<file path="src/rtl/fetch_controller.sv">
// Instruction-fetch sequencer for the pipelined RV32I core.
// Owns the PC and drives the program memory address. It captures the returned
// word into the IF/ID register and tracks whether each entry is a real
// instruction or a bubble. It also handles stalls, redirects and fetch faults.
// A fault is terminal until the next reset.
module fetch_controller #(
  parameter int unsigned           DATA_WIDTH   = 32,
  parameter logic [DATA_WIDTH-1:0] RESET_PC     = 32'h0040_0000,
  parameter int unsigned           MEMORY_DEPTH = 32,
  parameter logic [DATA_WIDTH-1:0] NOP_INSTR    = 32'h0000_0013
) (
  input  logic                  clk,
  input  logic                  reset,
  input  logic                  stall_i,
  input  logic                  redirect_i,
  input  logic [DATA_WIDTH-1:0] redirect_pc_i,
  output logic [DATA_WIDTH-1:0] imem_addr_o,
  input  logic [DATA_WIDTH-1:0] imem_instr_i,
  output logic [DATA_WIDTH-1:0] if_pc_o,
  output logic [DATA_WIDTH-1:0] if_pc4_o,
  output logic [DATA_WIDTH-1:0] if_instr_o,
  output logic                  if_valid_o,
  output logic                  fault_o,
  output logic [1:0]            fault_code_o
);

  typedef enum logic [1:0] {
    ST_START = 2'd0,
    ST_RUN   = 2'd1,
    ST_HALT  = 2'd2
  } state_t;

  localparam logic [1:0] CODE_NONE     = 2'b00;
  localparam logic [1:0] CODE_MISALIGN = 2'b01;
  localparam logic [1:0] CODE_RANGE    = 2'b10;

  localparam logic [DATA_WIDTH-1:0] PC_STEP     = DATA_WIDTH'(4);
  localparam logic [DATA_WIDTH-1:0] ZERO_WORD   = {DATA_WIDTH{1'b0}};
  localparam logic [DATA_WIDTH-1:0] DEPTH_WORDS = DATA_WIDTH'(MEMORY_DEPTH);

  // True when the word index of pc lies inside the program memory.
  // Addresses that wrapped past zero land below RESET_PC and fail here.
  function automatic logic pc_in_range(input logic [DATA_WIDTH-1:0] pc);
    logic [DATA_WIDTH-1:0] offset;
    logic [DATA_WIDTH-1:0] word_idx;
    logic                  ok;
    offset   = pc - RESET_PC;
    word_idx = {2'b00, offset[DATA_WIDTH-1:2]};
    if (pc < RESET_PC) begin
      ok = 1'b0;
    end else if (word_idx >= DEPTH_WORDS) begin
      ok = 1'b0;
    end else begin
      ok = 1'b1;
    end
    return ok;
  endfunction

  // True for a 4-byte-aligned byte address.
  function automatic logic is_word_aligned(input logic [DATA_WIDTH-1:0] addr);
    return (addr[1:0] == 2'b00);
  endfunction

  state_t                state_r,      state_s;
  logic [DATA_WIDTH-1:0] pc_r,         pc_s;
  logic [DATA_WIDTH-1:0] if_pc_r,      if_pc_s;
  logic [DATA_WIDTH-1:0] if_pc4_r,     if_pc4_s;
  logic [DATA_WIDTH-1:0] if_instr_r,   if_instr_s;
  logic                  if_valid_r,   if_valid_s;
  logic                  fault_r,      fault_s;
  logic [1:0]            fault_code_r, fault_code_s;

  // Next-state and next-register computation; every value holds by default.
  always_comb begin
    state_s      = state_r;
    pc_s         = pc_r;
    if_pc_s      = if_pc_r;
    if_pc4_s     = if_pc4_r;
    if_instr_s   = if_instr_r;
    if_valid_s   = if_valid_r;
    fault_s      = fault_r;
    fault_code_s = fault_code_r;

    case (state_r)
      ST_START: begin
        // One settling cycle: the bubble stays and stall/redirect are ignored.
        state_s    = ST_RUN;
        if_instr_s = NOP_INSTR;
        if_valid_s = 1'b0;
      end

      ST_RUN: begin
        if (redirect_i) begin
          if (!is_word_aligned(redirect_pc_i)) begin
            // A misaligned target is fatal; the PC stays on the last good fetch.
            state_s      = ST_HALT;
            fault_s      = 1'b1;
            fault_code_s = CODE_MISALIGN;
            if_instr_s   = NOP_INSTR;
            if_valid_s   = 1'b0;
          end else begin
            // Drop the wrong-path fetch and restart at the target.
            pc_s       = redirect_pc_i;
            if_instr_s = NOP_INSTR;
            if_valid_s = 1'b0;
          end
        end else if (stall_i) begin
          pc_s       = pc_r;
          if_pc_s    = if_pc_r;
          if_pc4_s   = if_pc4_r;
          if_instr_s = if_instr_r;
          if_valid_s = if_valid_r;
        end else if (!pc_in_range(pc_r)) begin
          // Memory data at a bad PC is never latched.
          state_s      = ST_HALT;
          fault_s      = 1'b1;
          fault_code_s = CODE_RANGE;
          if_instr_s   = NOP_INSTR;
          if_valid_s   = 1'b0;
        end else begin
          if_pc_s    = pc_r;
          if_pc4_s   = pc_r + PC_STEP;
          if_instr_s = imem_instr_i;
          if_valid_s = 1'b1;
          pc_s       = pc_r + PC_STEP;
        end
      end

      ST_HALT: begin
        // Terminal state: only reset leaves it.
        state_s    = ST_HALT;
        if_instr_s = NOP_INSTR;
        if_valid_s = 1'b0;
        fault_s    = 1'b1;
      end

      default: begin
        // An illegal encoding is treated as a fault so fetch can never resume silently.
        state_s      = ST_HALT;
        fault_s      = 1'b1;
        fault_code_s = CODE_RANGE;
        if_instr_s   = NOP_INSTR;
        if_valid_s   = 1'b0;
      end
    endcase
  end

  // State and IF/ID register update; reset wins over every other input.
  always_ff @(posedge clk) begin
    if (reset) begin
      state_r      <= ST_START;
      pc_r         <= RESET_PC;
      if_pc_r      <= ZERO_WORD;
      if_pc4_r     <= ZERO_WORD;
      if_instr_r   <= NOP_INSTR;
      if_valid_r   <= 1'b0;
      fault_r      <= 1'b0;
      fault_code_r <= CODE_NONE;
    end else begin
      state_r      <= state_s;
      pc_r         <= pc_s;
      if_pc_r      <= if_pc_s;
      if_pc4_r     <= if_pc4_s;
      if_instr_r   <= if_instr_s;
      if_valid_r   <= if_valid_s;
      fault_r      <= fault_s;
      fault_code_r <= fault_code_s;
    end
  end

  assign imem_addr_o  = pc_r;
  assign if_pc_o      = if_pc_r;
  assign if_pc4_o     = if_pc4_r;
  assign if_instr_o   = if_instr_r;
  assign if_valid_o   = if_valid_r;
  assign fault_o      = fault_r;
  assign fault_code_o = fault_code_r;

endmodule

</file>
<file path="config.mk">
export PLATFORM = sky130hd
export DESIGN_NAME = fetch_controller
export DESIGN_NICKNAME = d
export VERILOG_FILES = /design/src/rtl/fetch_controller.sv
export SDC_FILE = /design/constraint.sdc
export NUM_CORES = 1
export LEC_CHECK = 0
export CAP_MARGIN = 5
export CORE_UTILIZATION = 42
export CTS_BUF_LIST = sky130_fd_sc_hd__clkbuf_8 sky130_fd_sc_hd__clkbuf_16
export DETAILED_ROUTE_END_ITERATION = 16
export PLACE_DENSITY = 0.76
export SYNTH_ARGS = -nofsm -noshare
export SYNTH_HDL_FRONTEND = slang
export SYNTH_SLANG_ARGS = --single-unit
</file>
<file path="constraint.sdc">
create_clock -name clk -period 2.96 [get_ports clk]
set_clock_uncertainty 0.2 [all_clocks]
set_input_delay 0.296 -clock clk [delete_from_list [all_inputs] [get_ports clk]]
set_output_delay 0.296 -clock clk [all_outputs]
set_load 0.03 [all_outputs]
</file>
After elaboration in Yosys (flattened, before gate mapping)

Index checks and enable logic that the tools add are counted.

Register bits after elaboration: 134
Word-level logic and storage cells: 58

$add $sub $neg: 2
$lt $le $gt $ge: 2
Equal/unequal tests: 7
Mux-type cells: 24
Bitwise operators: 5
Reductions and logical operators: 10

Operators by type and width:

| cell                                                          | count |
|---|---|
| 2-to-1 mux 32 bit                                             | 5 |
| adder 32 x 3 -> 32 bit (second input constant)                | 1 |
| less-than comparator 32 x 23 -> 1 bit (second input constant) | 1 |
| subtractor 32 x 23 -> 32 bit (second input constant)          | 1 |
| >= comparator 30 x 6 -> 1 bit (second input constant)         | 1 |
| AND reduction 4 bit                                           | 4 |
| 2-to-1 mux 2 bit                                              | 6 |
| 2-to-1 mux 1 bit                                              | 10 |
| != test 3 bit (second input constant)                         | 3 |
| case mux 2 bit (2 select lines)                               | 2 |
| NOT 1 bit                                                     | 5 |
| logical NOT 2 bit                                             | 2 |
| != test 2 x 1 -> 1 bit (second input constant)                | 2 |
| AND reduction 3 bit                                           | 1 |
| OR reduction 3 bit                                            | 1 |
| == test 2 x 1 -> 1 bit (second input constant)                | 1 |
| == test 2 bit (second input constant)                         | 1 |
| case mux 1 bit (2 select lines)                               | 1 |
| nonzero test 2 bit                                            | 1 |
| OR reduction 2 bit                                            | 1 |

Longest topological paths before layout

Depth after elaboration: 11
Depth in mapped cells: 9

Worst setup path before layout

OpenSTA, ideal clock, no wires.

Kind: register to register
From: register pc_r[24] (netlist: imem_addr_o[24])
To: register if_pc4_r[16] (netlist: if_pc4_o[16])
Arrival: 2.193 ns
Required time: 2.645 ns
Path slack: 0.452 ns
Stages on the path, launching flop included: 9
Path buffers: 2
Period minus slack after synthesis: 2.508 ns
Cells stage by stage: dfxtp_1 -> nor4_4 -> nand3_1 -> a2111oi_4 -> nand4_2 -> nor2b_1 -> buf_2 -> buf_6 -> and2_1

Cells in the longest elaborated chain, start to end: 8

RTL lines:

| element                           | line | RTL |
|---|---|---|
| start: declaration                | 65   | `logic [DATA_WIDTH-1:0] pc_r, pc_s;` |
| start signal: assignment          | 161  | `pc_r <= pc_s;` |
| subtractor 32 x 23 -> 32 bit      | 47   | `offset = pc - RESET_PC;` |
| >= comparator 30 x 6 -> 1 bit     | 51   | `end else if (word_idx >= DEPTH_WORDS) begin` |
| 2-to-1 mux 1 bit                  | 51   |  |
| 2-to-1 mux 1 bit (*)              | 49   | `if (pc < RESET_PC) begin` |
| 2-to-1 mux 1 bit (*)              | 107  | `end else if (stall_i) begin` |
| 2-to-1 mux 1 bit (*)              | 93   | `if (redirect_i) begin` |
| 2-to-1 mux 1 bit (*)              | 84   | `case (state_r)` |
| AND reduction 4 bit (no line) (*) | -    |  |
| end signal: assignment            | 163  | `if_pc4_r <= if_pc4_s;` |
| end: declaration                  | 67   | `logic [DATA_WIDTH-1:0] if_pc4_r, if_pc4_s;` |

Every way passes the cells marked *; elsewhere a longest branch is shown, timed or not. The select of a mux whose other input is x is not followed.
A chain may end at the register's enable or synchronous reset.

Final worst setup path

From: register pc_r[24] (netlist: imem_addr_o[24])
To: register pc_r[20] (netlist: imem_addr_o[20])

Cells in the longest elaborated chain, start to end: 9

RTL lines:

| element                           | line |
|---|---|
| subtractor 32 x 23 -> 32 bit      | 47 |
| >= comparator 30 x 6 -> 1 bit     | 51 |
| 2-to-1 mux 1 bit                  | 51 |
| 2-to-1 mux 1 bit (*)              | 49 |
| 2-to-1 mux 1 bit (*)              | 107 |
| 2-to-1 mux 1 bit (*)              | 93 |
| 2-to-1 mux 1 bit (*)              | 84 |
| nonzero test 2 bit (no line) (*)  | - |
| AND reduction 4 bit (no line) (*) | - |

Marks and branches as above.

==> reports/metrics.cfg <==
[critical_path]
reg2reg_setup_slack_ns = 0.28
critical_path_peak_fanout = 13
crit_type = flop to flop
arrival_ns = 2.88
crit_buf_inv = 0
critical_path.top_delay_family = simple AND/OR/NAND/NOR gates
setup.worst_path.end_class = flop
timing.critical_path.cells = nor4_4 > nand3_1 > a2111oi_4 > nand4_2 > and2_1 > a211oi_1 > nor3_2
worst_r2r_startpoint = imem_addr_o[24]
critical_path_s_slowest_cell = sky130_fd_sc_hd__a2111oi_4
cpPeakStageDelay_ns = 0.43
critical_path.reg2reg.endpoint = imem_addr_o[20]
critical_path_depth = 7
critical_path_required_ns = 3.16
startpoint_type = flop
reg2reg_depth = 7

[synthesis]
top_cell_type_s_share_of_synthesized_area_pct = 55.9
average_size_of_a_mapped_cell_um2 = 9.81
yosysUniqueCellTypes = 47
yosys_register_bits = 132
synth_ff_type = sky130_fd_sc_hd__dfxtp_1
postSynthCellCount = 482
postSynthNetCount = 552
synthMostInstantiatedCell = sky130_fd_sc_hd__dfxtp_1
async_reset_ff_share_pct = 0
ys_seq_area_share_pct = 55.9
synth-warning-count = 0
syn-cell-area_um2 = 4730
synth.top_cells.by_count = sky130_fd_sc_hd__dfxtp_1, sky130_fd_sc_hd__and2_1, sky130_fd_sc_hd__nor2_1
yosysTopAreaCell = sky130_fd_sc_hd__dfxtp_1
synth_edf_count = 0
yosys-top-cells-area = sky130_fd_sc_hd__dfxtp_1, sky130_fd_sc_hd__and2_1, sky130_fd_sc_hd__a22o_1, sky130_fd_sc_hd__a21oi_1, sky130_fd_sc_hd__nor2_1

[timing]
finalWorstPathRequiredPeriod_ns = 2.68
timing.final.max_slew_violations = 0
slew_hr_pct = 21.7
rsz0062_at_grt = false
finalCritPeriodShare_pct = 90.7
report.final.hold_viol_count = 0
timing_worst_slew_pin_value_ns = 1.17
max_clock_freq_mhz = 373
timing.final.setup_violations = 0
final.hold.worst_slack_ns = 0.129

[floorplanning]
dieArea_um2 = 11700
die_width_um = 108
fp.coreArea_um2 = 10900
placementRows = 38
top_level_ports = 200
initial_utilization_pct = 43.4
die-height_um = 108

[worst_hold_path]
min_from = imem_instr_i[4]
hp-class = input port to flop
min_to = if_instr_o[4]
whs_path_depth = 3

[global_routing]
vias_in_the_first_global_route = 3889
overflow = 0
grt_max_degree = 39
grt_usage_pct = 21.6
grt_pass1_wl_um = 19500
antenna_violations_before_repair = 0

[power]
total_leakage_power_uw = 0.00284
vdd_ir_drop_max_v = 0.000438
power_density_nw_per_um2 = 623

[status]
outcome = complete, no violations

[drt]
route.antenna.remaining_nets = 0
drt_first_pass_iters = 4
detailroute.via_count = 4114
post_dr_wirelength_cell_um = 15.1
drt_iter0_markers = 177
postRouteWirelength_um = 12500
vias_per_cell = 4.96
drc_viols = 0

[final_layout]
final_design_utilization_pct = 68.5
register_area_um2 = 2640
synth_to_final_area_change_pct = 57.7
design.final.nets = 749
drive_gt1_share_pct = 7.39
area_occupied_by_multi_input_gates_um2 = 1870
filler_cell_count = 857
antenna_cells_inserted = 0

[clock_tree]
cts_tree = built
clkLatencyLatePin_ns = 0.51
cts_num_sinks = 132
total_cts_buffers = 17
cts_root_buffer = sky130_fd_sc_hd__clkbuf_8
cts_max_path_buffers = 2
clk_transition_reported_paths_ns = 0.06
ctsHtreeMaxLevel = 4
post-cts-setup-buffers = 0

[placement]
count_of_input_and_output_buffers = 199
routabilityCongestion = 0.807
dp.final_hpwl_um = 8910

[flow_run]
timing.max_cap.violations = 0

-- layout by cell type, fill, tap and decap left out, types with 4 or more instances in the layout --
cell type                         instances
sky130_fd_sc_hd__a21oi_1                 34
sky130_fd_sc_hd__o21ai_0                 14
sky130_fd_sc_hd__inv_1                   12
sky130_fd_sc_hd__bufinv_16                6
sky130_fd_sc_hd__nand3_1                 17
sky130_fd_sc_hd__nand3b_1                 4
sky130_fd_sc_hd__clkbuf_16               16
sky130_fd_sc_hd__a22o_1                  30
sky130_fd_sc_hd__nand2_1                 38
sky130_fd_sc_hd__nor3_1                   7
sky130_fd_sc_hd__buf_4                   10
sky130_fd_sc_hd__nor4_1                   9
sky130_fd_sc_hd__and2_1                  51
sky130_fd_sc_hd__mux2i_1                 12
sky130_fd_sc_hd__clkdlybuf4s50_1        198
sky130_fd_sc_hd__dfxtp_1                132
sky130_fd_sc_hd__nor2_1                  44
-- worst min-delay path, stage by stage --
cell and delay (ns):
sky130_fd_sc_hd__clkdlybuf4s50_1 0.40, sky130_fd_sc_hd__inv_1 0.05, sky130_fd_sc_hd__a21oi_1 0.05
-- flip-flops by register name (all words and copies together), names as in the netlist --
| signal | flops |
|---|---|
| fault_code_o | 2 |
| fault_o | 1 |
| if_instr_o | 32 |
| if_pc4_o | 30 |
| if_pc_o | 32 |
| if_valid_o | 1 |
| imem_addr_o | 32 |
| state_r | 2 |
-- area by class of cell --
| cell class | instances | area share, % |
|---|---|---|
| sequential | 132 | 35.4 |
| timing repair buffer | 210 | 27.8 |
| multi-input combinational | 306 | 25.1 |
| clock buffer | 17 | 5.56 |
| clock inverter | 13 | 3.12 |
| tap | 140 | 2.35 |
| inverter | 12 | 0.604 |
-- metal layers --
layer / track usage [%] / part of all wire (%) / vias up
met1: 25.9 / 44 / 1890
met4: 8.71 / 1.3 / 0
met3: 6.45 / 7.5 / 14
met5: 0 / 0 / -
li1: - / - / 2044
met2: 35.9 / 47 / 166
-- kinds of logic after synthesis --
logic type / after synthesis / share of synthesized area, %
XOR/XNOR: 5 / 0.927
buffers and inverters: 44 / 4.79
AO/OA/AOI/OAI: 94 / 13.5
adder cells (fa/ha/maj): 2 / 0.529
AND/OR/NAND/NOR: 193 / 21.8
flip-flops: 132 / 55.9
multiplexers: 12 / 2.54
-- stage by stage --
step | power (µW) | std cells | worst slack [ns] | instance area, µm² | setup TNS (ns)
3_3_place_gp | 2390 | 799 | 0.0957 | 6790 | 0
3_5_place_dp | 2400 | 799 | -0.0121 | 6790 | -0.0416
4_1_cts | 4690 | 830 | 0.0612 | 7450 | 0
6_report | 4650 | 830 | 0.276 | 7450 | 0
5_1_grt | 4820 | 830 | 0.0654 | 7450 | 0
2_1_floorplan | 2170 | 482 | 0.452 | 4730 | 0
-- worst max path at each step --
stage	startpoint	end	slack (ns)
after floorplan	imem_addr_o[24]	if_pc4_o[16]	0.45
after global placement	imem_addr_o[24]	if_pc4_o[9]	0.1
after detailed placement	imem_addr_o[24]	if_pc4_o[12]	-0.01
after CTS	imem_addr_o[24]	imem_addr_o[23]	0.06
after global routing	imem_addr_o[24]	imem_addr_o[20]	0.07
final	imem_addr_o[24]	imem_addr_o[20]	0.28
-- what timing repair did --
action,4_1_cts,5_1_grt
hold endpoints to repair,7,0
gates resized for setup,1,2
setup endpoints to repair,3,13
pin swaps,0,0
hold buffers,1,0
-- power breakdown --
group          total, µW  switching (µW)  internal, µW  leakage (µW)
clock network       2280             752          1530      0.000314
logic                500             266           234       0.00146
registers           1860            44.4          1820       0.00107
total               4650            1060          3580       0.00284
No activity file was read; power rests on OpenSTA's default activity.
